<file path="src/rtl/auto_player.sv">
// Automated tic-tac-toe player: answers the game FSM's move request with a pseudo-random empty
// square after a think delay and keeps saturating result tallies. Option: AUTO_PLAYER_BADMOVE_EN.
module auto_player #(
    parameter int unsigned THINK_CYCLES = 16,
    parameter logic [15:0] LFSR_SEED    = 16'hACE1
) (
    input  logic        i_clk,
    input  logic        i_reset,
    input  logic [17:0] i_board,
    input  logic [1:0]  i_result,
    input  logic        i_isdraw,
    input  logic        i_result_stb,
    input  logic        i_need_userinput,
    output logic        o_user_busy,
    output logic [3:0]  o_user_move,
    output logic        o_usermove_stb,
    output logic [7:0]  o_xwins,
    output logic [7:0]  o_owins,
    output logic [7:0]  o_draws
);

    localparam logic [15:0] SEED       = (LFSR_SEED == 16'h0000) ? 16'h0001 : LFSR_SEED;
    localparam logic [15:0] THINK_LOAD = 16'(THINK_CYCLES - 1);

    typedef enum logic [2:0] {StIdle, StThink, StScan, StStrobe, StWaitDrop} state_t;

    state_t      r_state, w_state_next;
    logic [15:0] r_lfsr;
    logic [15:0] r_think_cnt;
    logic [3:0]  r_idx;
    logic [3:0]  r_scan_cnt;
    logic        r_busy;
    logic        r_stb;
    logic [3:0]  r_move;
    logic [7:0]  r_xwins, r_owins, r_draws;

    logic        w_busy_d;
    logic        w_stb_d;
    logic [3:0]  w_move_d;
    logic [1:0]  w_square;
    logic        w_square_empty;
    logic        w_last_scan;
    logic        w_bad;
    logic [3:0]  w_start_idx;
    logic [3:0]  w_next_idx;

`ifdef AUTO_PLAYER_BADMOVE_EN
    logic [2:0] r_move_cnt;
    logic       r_bad;
    assign w_bad = r_bad;
`else
    assign w_bad = 1'b0;
`endif

    always_comb begin
        w_square = 2'b11;
        for (int i = 0; i < 9; i++) begin
            if (r_idx == 4'(i)) w_square = i_board[2*i +: 2];
        end
    end

    assign w_square_empty = (w_square == 2'b00);
    assign w_last_scan    = (r_scan_cnt == 4'd8);
    assign w_start_idx    = (r_lfsr[3:0] >= 4'd9) ? r_lfsr[3:0] - 4'd9 : r_lfsr[3:0];
    assign w_next_idx     = (r_idx == 4'd8) ? 4'd0 : r_idx + 4'd1;

    // State register and datapath counters
    always_ff @(posedge i_clk) begin
        if (i_reset) begin
            r_state     <= StIdle;
            r_lfsr      <= SEED;
            r_think_cnt <= '0;
            r_idx       <= '0;
            r_scan_cnt  <= '0;
        end else begin
            r_state <= w_state_next;
            r_lfsr  <= {1'b0, r_lfsr[15:1]} ^ (r_lfsr[0] ? 16'hB400 : 16'h0000);
            unique case (r_state)
                StIdle: begin
                    if (i_need_userinput) r_think_cnt <= THINK_LOAD;
                end
                StThink: begin
                    if (r_think_cnt == 16'd0) begin
                        r_idx      <= w_start_idx;
                        r_scan_cnt <= '0;
                    end else begin
                        r_think_cnt <= r_think_cnt - 16'd1;
                    end
                end
                StScan: begin
                    r_idx      <= w_next_idx;
                    r_scan_cnt <= r_scan_cnt + 4'd1;
                end
                default: ;
            endcase
        end
    end

`ifdef AUTO_PLAYER_BADMOVE_EN
    // Every eighth move is forced invalid to exercise the game FSM's retry path
    always_ff @(posedge i_clk) begin
        if (i_reset) begin
            r_move_cnt <= '0;
            r_bad      <= 1'b0;
        end else begin
            if (w_stb_d) r_move_cnt <= r_move_cnt + 3'd1;
            if (r_state == StThink && r_think_cnt == 16'd0) r_bad <= (r_move_cnt == 3'd7);
        end
    end
`endif

    always_comb begin
        w_state_next = r_state;
        unique case (r_state)
            StIdle:     if (i_need_userinput) w_state_next = StThink;
            StThink:    if (r_think_cnt == 16'd0) w_state_next = StScan;
            StScan: begin
                if (w_bad || w_square_empty) w_state_next = StStrobe;
                else if (w_last_scan)        w_state_next = StIdle;
            end
            StStrobe:   w_state_next = StWaitDrop;
            StWaitDrop: if (!i_need_userinput) w_state_next = StIdle;
            default:    w_state_next = StIdle;
        endcase
    end

    // Next values of the registered outputs
    always_comb begin
        w_busy_d = r_busy;
        w_stb_d  = 1'b0;
        w_move_d = r_move;
        unique case (r_state)
            StIdle: if (i_need_userinput) w_busy_d = 1'b1;
            StScan: begin
                if (w_bad) begin
                    w_busy_d = 1'b0;
                    w_stb_d  = 1'b1;
                    w_move_d = 4'd0;
                end else if (w_square_empty) begin
                    w_busy_d = 1'b0;
                    w_stb_d  = 1'b1;
                    w_move_d = r_idx + 4'd1;
                end else if (w_last_scan) begin
                    w_busy_d = 1'b0;
                end
            end
            default: ;
        endcase
    end

    always_ff @(posedge i_clk) begin
        if (i_reset) begin
            r_busy <= 1'b0;
            r_stb  <= 1'b0;
            r_move <= '0;
        end else begin
            r_busy <= w_busy_d;
            r_stb  <= w_stb_d;
            r_move <= w_move_d;
        end
    end

    // Draw has priority over the win checks, as in the game FSM
    always_ff @(posedge i_clk) begin
        if (i_reset) begin
            r_xwins <= '0;
            r_owins <= '0;
            r_draws <= '0;
        end else if (i_result_stb) begin
            if (i_isdraw) begin
                if (r_draws != 8'hFF) r_draws <= r_draws + 8'd1;
            end else if (i_result == 2'd1) begin
                if (r_xwins != 8'hFF) r_xwins <= r_xwins + 8'd1;
            end else if (i_result == 2'd2) begin
                if (r_owins != 8'hFF) r_owins <= r_owins + 8'd1;
            end
        end
    end

    assign o_user_busy    = r_busy;
    assign o_usermove_stb = r_stb;
    assign o_user_move    = r_move;
    assign o_xwins        = r_xwins;
    assign o_owins        = r_owins;
    assign o_draws        = r_draws;

endmodule

</file>
<file path="config.mk">
export PLATFORM = sky130hd
export DESIGN_NAME = auto_player
export DESIGN_NICKNAME = d
export VERILOG_FILES = /design/src/rtl/auto_player.sv
export SDC_FILE = /design/constraint.sdc
export NUM_CORES = 1
export LEC_CHECK = 0
export BUFFER_PORTS_ARGS = -buffer_cell sky130_fd_sc_hd__buf_4
export CAP_MARGIN = 20
export CELL_PAD_IN_SITES_DETAIL_PLACEMENT = 0
export CELL_PAD_IN_SITES_GLOBAL_PLACEMENT = 1
export CORE_MARGIN = 2
export CORE_UTILIZATION = 38
export CTS_CLUSTER_DIAMETER = 100
export DETAILED_ROUTE_END_ITERATION = 8
export PLACE_DENSITY_LB_ADDON = 0.1
export SETUP_SLACK_MARGIN = 0.3
export SLEW_MARGIN = 20
export SYNTH_ARGS = -nofsm -noshare
export SYNTH_HDL_FRONTEND = slang
export SYNTH_SLANG_ARGS = --single-unit
export TNS_END_PERCENT = 20
</file>
<file path="constraint.sdc">
create_clock -name i_clk -period 2.2 [get_ports i_clk]
set_input_delay 0.44 -clock i_clk [delete_from_list [all_inputs] [get_ports i_clk]]
set_output_delay 0.44 -clock i_clk [all_outputs]
set_load 0.01 [all_outputs]
</file>
==> results.sh, run 1 <==
export IMPL_grt_pass1_wl_mm=12.71
export IMPL_tritoncts="done"
export IMPL_fin_nets=504
export IMPL_rrSetupSlack_ns=-0.05
export IMPL_fin_crit_sh_pct=102.4
export IMPL_async_reset_ff_share_pct=0
export IMPL_gr_total_overflow=0
export IMPL_synth_area_top_cells="dfxtp_1 (43%), xnor2_1 (4.9%), nor2_1 (4.6%), ha_1 (4.4%), xor2_1 (4.1%)"
export IMPL_worst_path_most_repeated_cell="or4_4"
export IMPL_fin_util_pct=50.86
export IMPL_pin_count=55
export IMPL_ys_seq_elements=73
export IMPL_finalWirelength_mm=7.673
export IMPL_worstPathRequired_ns=2.47
export IMPL_portBuffers=54
export IMPL_postSynthAreaPerCell_um2=8.849
export IMPL_start_util_pct=39.27
export IMPL_fin_skew_ns=0.01125
export IMPL_cts_sinks=73
export IMPL_synth_top_cell_by_area="dfxtp_1"
export IMPL_post_synth_top_count_cell="dfxtp_1"
export IMPL_syn_to_final_growth_pct=29.52
export IMPL_cts_htree_levels=3
export IMPL_ys_warn_count=0
export IMPL_finalMaxSlewViolations=0
export IMPL_yosys_top_cells_count="dfxtp_1 (73), nor2_1 (42), nand2_1 (28), xnor2_1 (19), a21oi_1 (18)"
export IMPL_max_freq_mhz=444.1
export IMPL_violations="negative setup slack"
export IMPL_worst_path_max_fanout=5
export IMPL_die_w_um=98.93
export IMPL_synth_top_cell_area_share_pct=42.67
export IMPL_instances_no_fill=580
export IMPL_synth_area_um2=3425
export IMPL_clk_insertion_delay_late_ns=0.35
export IMPL_synth_ff_type="dfxtp_1"
export IMPL_place_congestion=0.8084
export IMPL_p_leak_nw=1.753
export IMPL_num_vias=2962
export IMPL_rows=34
export IMPL_dp_cells=561
export IMPL_die_height_um=98.93
export IMPL_critPathMaxStageDelay_ns=0.55
export IMPL_place_area_um2=4140
export IMPL_grt_max_degree=37
export IMPL_antenna_found_initial=0
export IMPL_fin_crit_ns=2.252
export IMPL_drive_above_1_share_pct=28.39
export IMPL_clk_pin_slew_worst_paths_ns=0.09
export IMPL_synth_edf_count=0
export IMPL_setup_violations=7
export IMPL_crit_path_end_kind="flop"
export IMPL_grt_pass1_vias=2701
export IMPL_hold_viol=0
export IMPL_ys_seq_area_share_pct=42.67
export IMPL_status="complete, but fails checks"
export IMPL_maxCapViolCount=0
export IMPL_setup_tns_final_ns=-0.1724
export IMPL_cp_start_kind="flop"
export IMPL_drc=0
export IMPL_grtUsageTotal_pct=15.85
export IMPL_worst_pin_slew_ns=0.5075
export IMPL_peakVddDrop_v=0.0004728
export IMPL_slew_headroom_pct=66.02
export IMPL_netlist_instances=387
export IMPL_hp_class="flop to flop"
export IMPL_fill_cells=840
export IMPL_stdcell_area_um2=4436
export IMPL_netlist_cell_type_count=52
export IMPL_first_pass_iters=4
export IMPL_syn_num_nets=424
export IMPL_dr_first_iter_drc_count=83
export IMPL_hold_buffers=0
export IMPL_rsz0062_at_grt="true"
export IMPL_cp_slowest_cell="or4_4"
export IMPL_postRouteAntennaNets=0
export IMPL_p_total_mw=4.693
export IMPL_hpwlAfterDp_mm=5.405
export IMPL_wl_per_cell_um=13.23
export IMPL_core_area_um2=8721
export IMPL_die_area_um2=9787
export IMPL_path_class="flop to flop"
export IMPL_cts_root_buf="clkbuf_8"
export IMPL_viasPerCell=5.107
export IMPL_setup_ws_ns=-0.05192
export IMPL_numCtsBuffers=9
export IMPL_worstPathCellList="or4_4, or4_4, o21ba_4, or4_4, a31oi_1"
export IMPL_powerDensity_nw_per_um2=1058
export IMPL_arrival_ns=2.52
export IMPL_diodes=0
export IMPL_clk_path_buf_depth=2
critical path: cells and delay by family, from the launching register on:
family          cells  cell delay, ns
compound gates      2            0.36
flops               1            0.33
simple gates        3            1.48
logic make-up (layout without fill, tap and decap cells):
logic type | after synthesis | count (layout) | synth area share [%]
XOR/XNOR | 35 | 35 | 8.951
buffers and inverters | 26 | 111 | 2.850
flip-flops | 73 | 73 | 42.67
adder cells (fa/ha/maj) | 12 | 12 | 4.384
multiplexers | 8 | 8 | 2.411
AND/OR/NAND/NOR | 170 | 170 | 26.96
AO/OA/AOI/OAI | 63 | 63 | 11.76
through the flow:
step | hold WS (ns) | setup WS [ns]
6_report | 0.4099 | -0.05192
5_1_grt | 0.4360 | -0.1075
4_1_cts | 0.4154 | -0.03634
3_5_place_dp | 0.3941 | -0.05789
3_3_place_gp | 0.3951 | -0.02990
2_1_floorplan | 0.3895 | -0.0006686
layout make-up:
cell class	instances	area, um^2	share of cell area, %
clock buffer	9	123.9	2.793
clock inverter	7	76.32	1.721
inverter	14	52.55	1.185
multi-input combinational	288	1951	43.98
sequential	73	1470	33.15
tap	108	135.1	3.047
timing repair buffer	81	626.9	14.13
cell usage in the layout (no fill, tap or decap), types with 3 or more instances in the layout:
cell	Yosys	routed
nor3b_1	3	3
nor2b_1	12	12
or2_2	5	5
nand4_1	13	13
clkbuf_8	0	9
or3_1	7	7
a21oi_1	18	16
ha_1	12	9
xnor2_1	19	19
nor2_1	42	41
nand2b_1	3	3
buf_4	0	76
o21ai_0	13	12
dfxtp_1	73	66
xor2_1	16	16
buf_6	0	5
nand4b_1	3	3
nand3b_1	3	3
mux2i_1	6	6
and3_1	3	3
nand2_1	28	28
o211ai_1	3	3
nand3_1	14	13
inv_1	13	12
nor4b_1	3	3
dfxtp_2	0	7
a31oi_1	4	4
nor3_1	13	13
a211oi_1	5	5
ha_2	0	3
o31ai_1	4	3
or4_4	2	6
sequential cells by signal, indices dropped and copies added (netlist names), 4 cells and up:
register	flops
o_draws	8
o_owins	8
r_scan_cnt	4
r_idx	4
o_user_move	4
o_xwins	8
r_think_cnt	16
r_lfsr	16
worst paths after layout:
kind,startpoint,cells past startpoint,end
worst min register to register,r_lfsr[6],1,r_lfsr[5]
worst max register to register,r_think_cnt[7],5,r_state[1]
worst min-delay path,r_lfsr[6],1,r_lfsr[5]
worst max-delay path,r_think_cnt[7],5,r_state[1]
report_power, final:
part | internal, mW | total, mW | switching [mW] | leakage [nW]
Clock | 0.531 | 1.06 | 0.533 | 0.0962
Combinational | 0.972 | 1.94 | 0.969 | 1.06
Sequential | 1.51 | 1.69 | 0.181 | 0.599
what timing repair did:
item,4_1_cts,5_1_grt
buffers inserted,2,1
endpoints found under the setup margin,32,36
gates resized for setup,11,11
pin swaps,12,17
metal layers:
metal / GRT usage [%] / part of all wire [%] / vias up
met5: 0 / 0 / -
met2: 25.42 / 47 / 31
met3: 4.255 / 2.9 / 6
met1: 21.22 / 49 / 1396
li1: - / - / 1529
met4: 4.110 / 0.89 / 0
(Power assumes the default switching activity.)
==> run 2, diff against run 1 <==
CELL_PAD_IN_SITES_DETAIL_PLACEMENT = unset   (was 0)
CELL_PAD_IN_SITES_GLOBAL_PLACEMENT = unset   (was 1)
CORE_UTILIZATION = 43   (was 38)
CTS_CLUSTER_DIAMETER = 150   (was 100)
PLACE_DENSITY = 0.66   (was unset)
PLACE_DENSITY_LB_ADDON = unset   (was 0.1)
==> results.sh, run 2 (same netlist as run 1, synthesis figures left out) <==
export IMPL_status="complete, but fails checks"
export IMPL_violations="negative setup slack"
export IMPL_hold_buffers=0
export IMPL_worst_pin_slew_ns=0.5313
export IMPL_finalWirelength_mm=7.797
export IMPL_hpwlAfterDp_mm=5.350
export IMPL_die_w_um=93.24
export IMPL_fin_crit_ns=2.229
export IMPL_use_met3_pct=4.674
export IMPL_crit_buf_inv=0
export IMPL_grt_met2_usage_pct=30.40
export IMPL_dr_first_iter_drc_count=69
export IMPL_num_vias=3086
export IMPL_portBuffers=54
export IMPL_clk_insertion_delay_late_ns=0.35
export IMPL_pin_count=55
export IMPL_use_met1_pct=23.01
export IMPL_core_area_um2=7727
export IMPL_worstPathCellList="or4_4, or4_4, o21ba_4, or4_1, a31oi_1"
export IMPL_holdWs_ns=0.4120
export IMPL_hold_viol=0
export IMPL_cts_root_buf="clkbuf_8"
export IMPL_grt_busiest_layer="met2"
export IMPL_finalMaxSlewViolations=0
export IMPL_wl_per_cell_um=13.47
export IMPL_grt_pass1_vias=2939
export IMPL_arrival_ns=2.51
export IMPL_place_area_um2=4118
export IMPL_hp_class="flop to flop"
export IMPL_grt_pass1_wl_mm=12.85
export IMPL_drive_above_1_share_pct=33.96
export IMPL_viasPerCell=5.330
export IMPL_die_height_um=93.24
export IMPL_fin_util_pct=59.78
export IMPL_start_util_pct=44.32
export IMPL_diodes=0
export IMPL_stdcell_area_um2=4619
export IMPL_fin_skew_ns=0.006975
export IMPL_max_freq_mhz=448.6
export IMPL_maxCapViolCount=0
export IMPL_grtUsageTotal_pct=18.41
export IMPL_syn_to_final_growth_pct=34.89
export IMPL_p_total_mw=5.022
export IMPL_tritoncts="done"
export IMPL_numCtsBuffers=9
export IMPL_postRouteAntennaNets=0
export IMPL_mostFrequentLayoutCell="buf_4"
export IMPL_drc=0
export IMPL_cts_htree_levels=3
export IMPL_layout_common_cells="buf_4 (81), dfxtp_1 (65), nor2_1 (41), nand2_1 (27), xnor2_1 (19)"
export IMPL_worst_path_most_repeated_cell="or4_4"
export IMPL_setup_violations=1
export IMPL_grt_max_degree=38
export IMPL_fin_crit_sh_pct=101.3
export IMPL_gr_total_overflow=0
export IMPL_peakVddDrop_v=0.0007411
export IMPL_setup_ws_ns=-0.02922
export IMPL_place_congestion=0.7888
export IMPL_slew_headroom_pct=64.43
export IMPL_cts_sinks=73
export IMPL_clk_pin_slew_worst_paths_ns=0.08
export IMPL_powerDensity_nw_per_um2=1087
export IMPL_die_area_um2=8694
export IMPL_worstPathRequired_ns=2.48
export IMPL_antenna_found_initial=0
export IMPL_crit_family="simple AND/OR/NAND/NOR gates"
export IMPL_fin_nets=509
export IMPL_critPathMaxStageDelay_ns=0.54
export IMPL_cp_start_kind="flop"
export IMPL_worst_path_max_fanout=4
export IMPL_reg_top3="r_lfsr (16), r_think_cnt (16)"
export IMPL_setup_tns_final_ns=-0.02922
export IMPL_rsz0062_at_grt="true"
export IMPL_crit_path_end_kind="flop"
export IMPL_cp_slowest_cell="or4_4"
export IMPL_clk_path_buf_depth=2
export IMPL_path_class="flop to flop"
export IMPL_first_pass_iters=4
export IMPL_rows=32
export IMPL_p_leak_nw=1.800
run 2: cell count changes in the layout (fill, tap and decap cells not counted), moves of 3 or more:
cell,delta
inv_1,-3
o31ai_1,-3
buf_4,+5
a21oi_1,-3
ha_4,+3
a21oi_2,+3
run 2: final timing paths:
kind / from / end / slack [ns] / cells past startpoint
setup / recovery: r_think_cnt[10] / r_state[1] / -0.03 / 5
setup reg to reg: r_think_cnt[10] / r_state[1] / -0.03 / 5
hold reg to reg: r_lfsr[6] / r_lfsr[5] / 0.41 / 1
hold / removal: r_lfsr[6] / r_lfsr[5] / 0.41 / 1
run 2: timing repair:
action | in CTS | in global routing
setup buffers | 4 | 5
pin swaps | 49 | 31
resized for setup | 36 | 22
endpoints found under the setup margin | 32 | 37
cloned | 0 | 1
run 2: per-stage QoR:
stage	worst slack, ns	std cells
6_report	-0.02922	579
5_1_grt	-0.07323	579
4_1_cts	-0.04852	573
3_5_place_dp	-0.08084	553
3_3_place_gp	-0.04806	553
2_1_floorplan	-0.0006686	387
run 2: area by class of cell:
| cell class | count | area (um^2) |
|---|---|---|
| Timing Repair Buffer | 86 | 664.4 |
| Multi-Input combinational cell | 288 | 2093 |
| Fill cell | 667 | 3108 |
| Inverter | 14 | 57.56 |
| Tap cell | 102 | 127.6 |
| Clock buffer | 9 | 123.9 |
| Sequential cell | 73 | 1476 |
| Clock inverter | 7 | 76.32 |
run 2: power breakdown:
part | internal (mW) | switching, mW
clock | 0.533 | 0.525
sequential | 1.52 | 0.194
combinational | 1.17 | 1.09
run 2: layer usage:
| layer | vias up | share of wire, % | wire length (um) |
|---|---|---|---|
| li1 | 1546 | - | - |
| met1 | 1490 | 46 | 3589 |
| met2 | 36 | 49 | 3849 |
| met3 | 14 | 2.9 | 224 |
| met4 | 0 | 1.7 | 134 |
| met5 | - | 0 | 0 |
==> run 3, diff against run 2 <==
ABC_AREA = 1   (was unset)
TNS_END_PERCENT = 5   (was 20)
==> results.sh, run 3 <==
export IMPL_status="finished, final reports clean"
export IMPL_hp_class="flop to flop"
export IMPL_finalMaxSlewViolations=0
export IMPL_fin_crit_ns=1.854
export IMPL_core_area_um2=8175
export IMPL_antenna_found_initial=0
export IMPL_viasPerCell=4.826
export IMPL_wl_per_cell_um=10.88
export IMPL_synth_ff_type="dfxtp_1"
export IMPL_ys_warn_count=0
export IMPL_syn_to_final_growth_pct=23.68
export IMPL_finalWirelength_mm=7.441
export IMPL_yosys_top_cells_count="nor2_1 (80), nand2_1 (78), dfxtp_1 (73), inv_1 (62), a21oi_1 (44)"
export IMPL_slew_headroom_pct=74.03
export IMPL_rows=33
export IMPL_grt_pass1_wl_mm=12.73
export IMPL_postRouteAntennaNets=0
export IMPL_ys_seq_elements=73
export IMPL_diodes=0
export IMPL_p_total_mw=4.828
export IMPL_grtUsageTotal_pct=17.59
export IMPL_worst_pin_slew_ns=0.3896
export IMPL_path_class="flop to flop"
export IMPL_async_reset_ff_share_pct=0
export IMPL_clk_pin_slew_worst_paths_ns=0.08
export IMPL_setup_violations=0
export IMPL_start_util_pct=43.95
export IMPL_rsz0062_at_grt="true"
export IMPL_cp_start_kind="flop"
export IMPL_fin_nets=611
export IMPL_die_area_um2=9104
export IMPL_synth_top_cell_area_share_pct=40.67
export IMPL_grt_max_degree=38
export IMPL_mostFrequentLayoutCell="nor2_1"
export IMPL_setup_tns_final_ns=0
export IMPL_grt_pass1_vias=3054
export IMPL_power_frac_comb_pct=40.8
export IMPL_die_height_um=95.42
export IMPL_arrival_ns=2.09
export IMPL_cts_htree_levels=3
export IMPL_powerDensity_nw_per_um2=1086
export IMPL_instances_no_fill=684
export IMPL_max_freq_mhz=539.5
export IMPL_postSynthAreaPerCell_um2=7.060
export IMPL_crit_path_end_kind="flop"
export IMPL_synth_area_top_cells="dfxtp_1 (41%), nor2_1 (8.4%), nand2_1 (8.1%), inv_1 (6.5%), a21oi_1 (6.1%)"
export IMPL_dp_cells=664
export IMPL_gr_total_overflow=0
export IMPL_numCtsBuffers=9
export IMPL_synth_edf_count=0
export IMPL_clk_path_buf_depth=2
export IMPL_num_vias=3301
export IMPL_syn_num_nets=546
export IMPL_die_w_um=95.42
export IMPL_clk_insertion_delay_late_ns=0.35
export IMPL_p_leak_nw=1.954
export IMPL_maxCapViolCount=0
export IMPL_worstPathRequired_ns=2.44
export IMPL_share_clk_of_total_power_pct=23.9
export IMPL_hpwlAfterDp_mm=5.409
export IMPL_pin_count=55
export IMPL_pwr_share_seq_pct=35.3
export IMPL_fin_skew_ns=0.007460
export IMPL_worstPathCellList="inv_1, ha_4, inv_1, nor4_2, nand4_1, or2_4, nand2_8, inv_4, nand3_2, nor2_1, o21ai_1, nor2_1"
export IMPL_netlist_instances=509
export IMPL_layout_common_cells="nor2_1 (80), nand2_1 (77), dfxtp_1 (70), buf_4 (61), inv_1 (60)"
export IMPL_synth_area_um2=3593
export IMPL_cts_root_buf="clkbuf_8"
export IMPL_peakVddDrop_v=0.0003898
export IMPL_holdWs_ns=0.4037
export IMPL_synth_top_cell_by_area="dfxtp_1"
export IMPL_drc=0
export IMPL_reg_top3="r_lfsr (16), r_think_cnt (16)"
export IMPL_tritoncts="done"
export IMPL_critPathMaxStageDelay_ns=0.33
export IMPL_worst_path_max_fanout=10
export IMPL_p_sw_mw=1.895
export IMPL_dr_first_iter_drc_count=143
export IMPL_hold_viol=0
export IMPL_fin_crit_sh_pct=84.26
export IMPL_first_pass_iters=5
export IMPL_ys_seq_area_share_pct=40.67
export IMPL_cp_slowest_cell="dfxtp_1"
export IMPL_netlist_cell_type_count=36
export IMPL_post_synth_top_count_cell="nor2_1"
export IMPL_place_congestion=0.7952
export IMPL_cts_sinks=73
export IMPL_swShare_pct=39.24
export IMPL_portBuffers=54
export IMPL_p_int_mw=2.934
export IMPL_drive_above_1_share_pct=20.21
run 3: changes by cell type in the layout (fill, tap and decap cells not counted), sizes merged, moves of 12 or more:
cell and change:
nor2 +41, buf -24, nor2b -12, a21oi +26, inv +55, o21ai +26
nand2 +55, xnor2 -14, nand3 +15
run 3: path summary, 6_finish.rpt:
kind                                     start  cells after the start  slack (ns)             end
worst max-delay path            r_think_cnt[1]                     12        0.35  r_think_cnt[4]
worst min-delay path                r_lfsr[15]                      2        0.40      r_lfsr[14]
worst max register to register  r_think_cnt[1]                     12        0.35  r_think_cnt[4]
worst min register to register      r_lfsr[15]                      2        0.40      r_lfsr[14]
run 3: layout make-up:
type	instances	area, um^2
fill	782	3731
sequential	73	1468
timing repair buffer	62	469.2
inverter	74	281.5
clock inverter	6	91.34
multi-input combinational	354	1876
clock buffer	10	127.6
tap	105	131.4
run 3: worst max-delay path: cells and delay by family, from the launching register on:
| family | cells | cell delay, ns |
|---|---|---|
| flip-flops | 1 | 0.33 |
| AND/OR/NAND/NOR | 7 | 0.91 |
| AO/OA/AOI/OAI | 1 | 0.12 |
| adder cells (fa/ha/maj) | 1 | 0.15 |
| buffers and inverters | 3 | 0.22 |
run 3: logic make-up after synthesis:
group	count (synthesis)	share of synthesized area (%)
and+or+nand+nor	233	29.21
adders and majority gates	12	4.178
xor gates and xnor gates	13	3.169
buffers and inverters	82	8.704
DFF	73	40.67
AOI/OAI and AO/OA	96	14.07
run 3: what timing repair did:
item                       CTS  global route
setup endpoints to repair   20            34
buffers inserted             4             0
pin swaps                    3             1
resized for setup            6            13
hold buffers                 0             0
run 3: layer usage:
layer / part of all wire [%] / track usage (%) / routed length (um) / vias to the layer above
li1: - / - / - / 1784
met1: 49 / 21.85 / 3665 / 1454
met2: 45 / 29.75 / 3367 / 52
met3: 4.2 / 4.822 / 315 / 11
met4: 1.2 / 5.357 / 93 / 0
met5: 0 / 0 / 0 / -
run 3: per-stage QoR:
step | setup slack (ns) | area, um^2 | utilization, %
after floorplan | 0.4191 | 3593 | -
after global routing | 0.1736 | 4444 | 54.36
after CTS | 0.2854 | 4399 | 53.81
after detailed placement | 0.1700 | 4126 | 50.47
after global placement | 0.2826 | 4126 | 50.47
final | 0.3463 | 4444 | 54.36
run 3: power by group through the flow:
stage               Clock [mW]  Sequential [mW]  Combinational (mW)
floorplan                    0             1.69                1.38
global placement             0             1.71                1.76
detailed placement           0             1.71                1.79
CTS                       1.19             1.69                1.93
global route              1.24             1.73                2.26
finish                    1.15             1.70                1.97
